**src/rtl/somador_serial8b_if.sv**
```systemverilog
// somador_serial8b_if: operand/result bundle for the bit-serial 8-bit adder
interface somador_serial8b_if;
  logic       start;
  logic [7:0] a;
  logic [7:0] b;
  logic       cin;
  logic [7:0] s;
  logic       cout;
  logic       ovf;
  logic       busy;
  logic       done;
  modport master (output start, a, b, cin, input s, cout, ovf, busy, done);
  modport slave  (input start, a, b, cin, output s, cout, ovf, busy, done);
endinterface

```
**src/rtl/somador_serial8b.sv**
```systemverilog
// somador_serial8b: 8-bit adder built from one full-adder cell reused LSB first over 8 cycles
module somador_serial8b (
  input  logic                  clk,
  input  logic                  rst,
  somador_serial8b_if.slave     bus
);
  typedef enum logic [1:0] {IDLE, SOMA, FIM} state_t;
  state_t state, next_state;
  logic [7:0] ra, rb, sum, s_q;
  logic [2:0] cnt;
  logic c, cout_q, ovf_q, done_q, load, step, fin, bit_a, bit_b;
  always_ff @(posedge clk)
    state <= rst ? IDLE : next_state;
  always_comb
    next_state = state == IDLE ? (bus.start ? SOMA : IDLE) :
                 state == SOMA ? (cnt == 3'd7 ? FIM : SOMA) : IDLE;
  always_comb begin
    load = state == IDLE && bus.start;
    step = state == SOMA;
    fin  = state == FIM;
  end
  assign bit_a = ra[cnt];
  assign bit_b = rb[cnt];
  // results only move to the outputs on FIM, so the partial sum never leaks
  always_ff @(posedge clk) begin
    if (rst) begin
      ra     <= '0;
      rb     <= '0;
      sum    <= '0;
      cnt    <= '0;
      c      <= 1'b0;
      s_q    <= '0;
      cout_q <= 1'b0;
      ovf_q  <= 1'b0;
      done_q <= 1'b0;
    end else begin
      done_q <= fin;
      if (load) begin
        ra  <= bus.a;
        rb  <= bus.b;
        c   <= bus.cin;
        cnt <= '0;
      end
      if (step) begin
        sum <= {bit_a ^ bit_b ^ c, sum[7:1]};
        c   <= (bit_a & bit_b) | (bit_a & c) | (bit_b & c);
        cnt <= cnt + 3'd1;
      end
      if (fin) begin
        s_q    <= sum;
        cout_q <= c;
        ovf_q  <= (ra[7] == rb[7]) && (sum[7] != ra[7]);
      end
    end
  end
  assign bus.s    = s_q;
  assign bus.cout = cout_q;
  assign bus.ovf  = ovf_q;
  assign bus.done = done_q;
  assign bus.busy = state != IDLE;
endmodule
```
**src/flat_wrapper.sv**
```systemverilog
// flat-port wrapper written by rule: the top's interface ports become plain ports
module somador_serial8b_flat 
  (clk, rst, bus_start, bus_a, bus_b, bus_cin, bus_s, bus_cout, bus_ovf, bus_busy, bus_done);
  somador_serial8b_if bus_i ();
  input  logic clk;
  input  logic rst;
  input wire logic [$bits(bus_i.start)-1:0] bus_start;
  input wire logic [$bits(bus_i.a)-1:0] bus_a;
  input wire logic [$bits(bus_i.b)-1:0] bus_b;
  input wire logic [$bits(bus_i.cin)-1:0] bus_cin;
  output wire logic [$bits(bus_i.s)-1:0] bus_s;
  output wire logic [$bits(bus_i.cout)-1:0] bus_cout;
  output wire logic [$bits(bus_i.ovf)-1:0] bus_ovf;
  output wire logic [$bits(bus_i.busy)-1:0] bus_busy;
  output wire logic [$bits(bus_i.done)-1:0] bus_done;
  assign bus_i.start = bus_start;
  assign bus_i.a = bus_a;
  assign bus_i.b = bus_b;
  assign bus_i.cin = bus_cin;
  assign bus_s = bus_i.s;
  assign bus_cout = bus_i.cout;
  assign bus_ovf = bus_i.ovf;
  assign bus_busy = bus_i.busy;
  assign bus_done = bus_i.done;
  somador_serial8b u_core (.clk(clk), .rst(rst), .bus(bus_i));
endmodule
```
**config.mk**
```make
export PLATFORM = sky130hd
export DESIGN_NAME = somador_serial8b_flat
export DESIGN_NICKNAME = d
export VERILOG_FILES = /design/src/rtl/somador_serial8b_if.sv /design/src/rtl/somador_serial8b.sv /design/src/flat_wrapper.sv
export SDC_FILE = /design/constraint.sdc
export NUM_CORES = 1
export LEC_CHECK = 0
export CAP_MARGIN = 20
export CORE_ASPECT_RATIO = 0.9
export CORE_MARGIN = 1
export CORE_UTILIZATION = 46
export CTS_CLUSTER_SIZE = 12
export DETAILED_ROUTE_END_ITERATION = 8
export GPL_TIMING_DRIVEN = 0
export HOLD_SLACK_MARGIN = 0.1
export PLACE_DENSITY = 0.81
export SETUP_SLACK_MARGIN = 0.3
export SYNTH_ARGS = -nofsm -noshare
export SYNTH_HDL_FRONTEND = slang
export SYNTH_SLANG_ARGS = --single-unit
export TNS_END_PERCENT = 5
```
**constraint.sdc**
```tcl
create_clock -name clk -period 3.5 [get_ports clk]
set_input_delay 0.35 -clock clk [delete_from_list [all_inputs] [get_ports clk]]
set_output_delay 0.35 -clock clk [all_outputs]
set_load 0.005 [all_outputs]
```
---- After elaboration in Yosys (flattened, before gate mapping) ----
Index checks and enable logic that the tools add are counted.
storage, ports and cells
  register bits after elaboration ......... 41
  input port bits ......................... 20
  output and inout port bits .............. 12
  logic and storage cells ................. 41
operators by class
  $add $sub $neg .......................... 1
  $lt $le $gt $ge ......................... 1
  equal/unequal tests ..................... 5
  multiplexer cells ....................... 12
  bitwise gates (word level) .............. 7
  reductions and logical operators ........ 5
operator list
  kind                                                count
  binary-select mux 1 bit (select 3 bit)              2
  two-way mux 2 bit                                   3
  two-way mux 3 bit                                   2
  two-way mux 1 bit                                   5
  < comparator 3 x 4 -> 1 bit, second input constant  1
  nonzero test 2 bit                                  2
  adder 3 x 1 -> 3 bit, second input constant         1
  bitwise AND 1 bit                                   3
  == test 3 bit, second input constant                1
  == test 2 x 1 -> 1 bit, second input constant       1
  == test 2 bit, second input constant                1
  logical AND 1 bit                                   2
  zero test 2 bit                                     1
  bitwise OR 1 bit                                    2
  XOR 1 bit                                           2
  == test 1 bit                                       1
  inequality test 1 bit                               1

---- Logic depth before layout (Yosys ltp) ----
  depth in word-level cells ............... 6
  depth in mapped cells ................... 7
  gate-level depth less buffers ........... 6

---- Worst setup path after synthesis ----
OpenSTA, ideal clock, no wires.
  path type ............................... reg2reg
  start ................................... register u_core.cnt[0]
  end ..................................... register u_core.sum[7]
  library setup time ...................... 0.086 ns
  arrival ................................. 1.783 ns
  data required time ...................... 3.414 ns
  path slack .............................. 1.631 ns
  cell stages (with the launch flop) ...... 6
  buffers on the path ..................... 1
  period minus slack after synthesis ...... 1.869 ns
  path through ............................ dfxtp_1 -> buf_2 -> mux4_2 -> mux2i_1 -> fa_1 -> a211oi_1
between the ends
  longest elaborated chain between the ends .. 4
  elaborated cells between the ends (all ways) .. 6
  classes of those cells .................. 4 x mux; 2 x bitwise
RTL lines
  element                                                           RTL line                                        RTL
  start, declared                                                   somador_serial8b.sv:10                          logic [2:0] cnt;
  start signal, assigned                                            somador_serial8b.sv:47                          cnt <= cnt + 3'd1;
  binary-select mux 1 bit (select 3 bit), on equally long branches  somador_serial8b.sv:22, somador_serial8b.sv:23
  two-way mux 1 bit, on equally long branches                       somador_serial8b.sv:22, somador_serial8b.sv:23
  XOR 1 bit * (2 in series)                                         somador_serial8b.sv:45                          sum <= {bit_a ^ bit_b ^ c, sum[7:1]};
  end signal, assigned                                              somador_serial8b.sv:45
  end, declared                                                     somador_serial8b.sv:9                           logic [7:0] ra, rb, sum, s_q;
Mark *: on every way between the ends. The rest lies on a longest branch, timed or not. The select of a mux whose other input is x is not followed.
A chain may end at the register's enable or synchronous reset.

---- Worst setup path after layout ----
Same ends and word-level chain as after synthesis.

==> metrics.yaml <==
outcome: "completed"
final.min_clock_period_ns: 2.00
cell_count_after_synthesis: 192
coreArea_mm2: 0.00343
ys_seq_elements: 41
rr_endpoint: "u_core.sum[7]"
post-synth-top-area-cell: "dfxtp_1"
grt_start_max_net_pins: 13
finalSetupViolCount: 0
r2r_start: "u_core.cnt[0]"
areaGrowthSynthToFinish_pct: 28.3
synth.lib_cells_used.distinct: 31
cts-root-buf: "clkbuf_8"
layout-drive-gt1-share_pct: 10.9
post-synth-top-count-cell: "nand2_1"
avgRoutedWirePerCell_um: 11.0
clock_sink_count: 41
hold-worst-slack_ns: 0.359
worst-slew-pin-transition_ns: 0.492
post-route-period-util_pct: 57.3
clock-skew-final_ns: 0.00426
slew_headroom_pct: 67.2
average_vias_per_placed_instance: 4.98
number_of_gates_given_a_new_drive_strength_after_cts: 0
timing.setup.critical_path_class: "flip-flop to flip-flop"
hold_buffers: 0
hold-path-endpoint: "u_core.bus.ovf"
startpoint_type: "flip-flop"
clock_insertion_delay_worst_skew_ns: 0.29
first_pass_grt_wire_length_mm: 5.40
final.setup.tns_ns: 0
dp_hpwl_mm: 2.20
fmax_mhz: 499
gpl.final_weighted_congestion: 0.737
min_path_type: "input pin to flip-flop"
drt-pass1-iter-count: 4
max_cap_viol_count: 0
synthesis.area_mm2: 0.00167
antenna_found_initial: 0
yosysWarnings: 0
rsz0062_at_grt: "no"
core.rowCount: 20
min_path_cells: 2
synth_nets: 215
cellLeakagePower_nw: 0.759
worstHoldStart: "rst"
routed_antenna_nets: 0
finalNetCount: 252
cts_tree: "yes"
die_w_um: 65.4
synth_ff_type: "dfxtp_1"
num_antenna_cells: 0
starting_density_of_the_core_pct: 48.6
totalWireLength_mm: 3.02
synth_edf_count: 0
drv_slew: 0
port_buffers: 30
floorplan.die_area_mm2: 0.00387
grt.overflow.total: 0
setup.worst_path.end_class: "flip-flop"
fp.dieH_um: 59.1
cts.clk_slew.worst_paths_ns: 0.07
worst_r2r_path_depth: 5
syn_area_per_cell_um2: 8.68
dr_total_vias: 1364
cts.htree.levels: 2
worst-path-max-fanout: 6
setup.reg_to_reg.worst_slack_ns: 1.50
ys_async_sr_fraction_pct: 0
global_route.usage.total_pct: 18.6
first_global_vias: 1209
hold_violations: 0
postCtsSetupRepairBufs: 0
synth-seq-area-share_pct: 49.2
vdd_ir_drop_max_v: 0.000359
drc_errors: 0
post_synth_top_area_share_pct: 49.2
crit_arrival_ns: 2.21
cts_inserted_buffers: 5
cts_max_path_buffers: 2
number_of_top_level_pins: 32
critPathRequiredTime_ns: 3.71
synthTopCellsByArea: "dfxtp_1, nand2_1, a21oi_1"
powerDensity_mw_per_mm2: 459
drt_iter0_markers: 74
synth_common_cells: "nand2_1, dfxtp_1, a21oi_1"
==> kinds of logic after synthesis <==
kind of cell,count (synthesis),synth area share [%]
buffers and inverters,15,5.33
and+or+nand+nor,87,23.1
AOI/OAI and AO/OA,40,13.0
adders and majority gates,3,2.70
muxes,6,6.61
DFF,41,49.2
==> critical path, cell delays in order, from the launching register on <==
cell and delay [ns]:
dfxtp_1 0.34, buf_2 0.21, mux4_2 0.53, mux2i_1 0.19
fa_1 0.45, a211oi_1 0.20
==> metrics by stage <==
step	util, %	setup WS, ns	instances	area, um2	total power, mW
floorplan	-	1.63	192	1670	0.570
global placement	59.0	1.51	266	2020	0.608
detailed placement	59.0	1.50	266	2020	0.611
CTS	62.4	1.48	274	2140	0.989
global route	62.4	1.28	274	2140	1.04
finish	62.4	1.50	274	2140	0.982
==> worst max-delay path by stage <==
| stage | start | endpoint | depth (start not counted) |
|---|---|---|---|
| global route | u_core.cnt[0] | u_core.sum[7] | 5 |
| floorplan | u_core.cnt[0] | u_core.sum[7] | 5 |
| detailed placement | u_core.cnt[0] | u_core.sum[7] | 5 |
| finish | u_core.cnt[0] | u_core.sum[7] | 5 |
| global placement | u_core.cnt[0] | u_core.sum[7] | 5 |
| CTS | u_core.cnt[0] | u_core.sum[7] | 5 |
==> report_power, final <==
part | switching [mW] | leakage (nW) | internal, mW
sequential | 0.0105 | 0.334 | 0.483
combinational | 0.0497 | 0.367 | 0.0558
clock | 0.151 | 0.0585 | 0.232
==> state kept, by name, indices dropped and copies added (netlist names) <==
signal,flops
u_core.bus.cout,1
u_core.bus.done,1
u_core.bus.ovf,1
u_core.bus.s,8
u_core.c,1
u_core.cnt,3
u_core.ra,8
u_core.rb,8
u_core.state,2
u_core.sum,8
==> cell usage in the layout (no fill, tap or decap) <==
master and n:
inv_1 1, mux2i_1 2, or2b_1 1, a21oi_1 35, or3b_1 1, o21a_1 1, nor2_1 6, nor3b_1 1
nand2_2 1, nand2b_1 1, nor3_1 1, ha_1 2, a311oi_1 1, o21ba_2 1, dfxtp_1 41, nand2_1 66
buf_8 1, mux4_2 4, fa_1 1, nand3_1 2, a211oi_1 2, buf_6 2, or2_2 1, clkbuf_8 6
bufinv_16 1, clkdlybuf4s50_1 30, nor3b_4 1, or3b_2 2, buf_2 5, and2b_1 1, nand3b_1 1, buf_1 1
clkbuf_1 6, nor2b_1 1
==> layer usage <==
layer	wire [um]	global-route usage [%]
met5	0	0
met4	0	4.66
met3	159	6.35
met2	1400	28.4
met1	1460	25.4
==> final cells by class <==
class | count | area [um2]
clock buffer | 7 | 86.3
multi-input combinational | 136 | 757
tap | 44 | 55.1
clock inverter | 1 | 30.0
inverter | 1 | 3.75
timing repair buffer | 30 | 300
buffer | 14 | 85.1
sequential | 41 | 821
fill | 299 | 1290
Note: power is estimated with default switching activity, not from simulation.
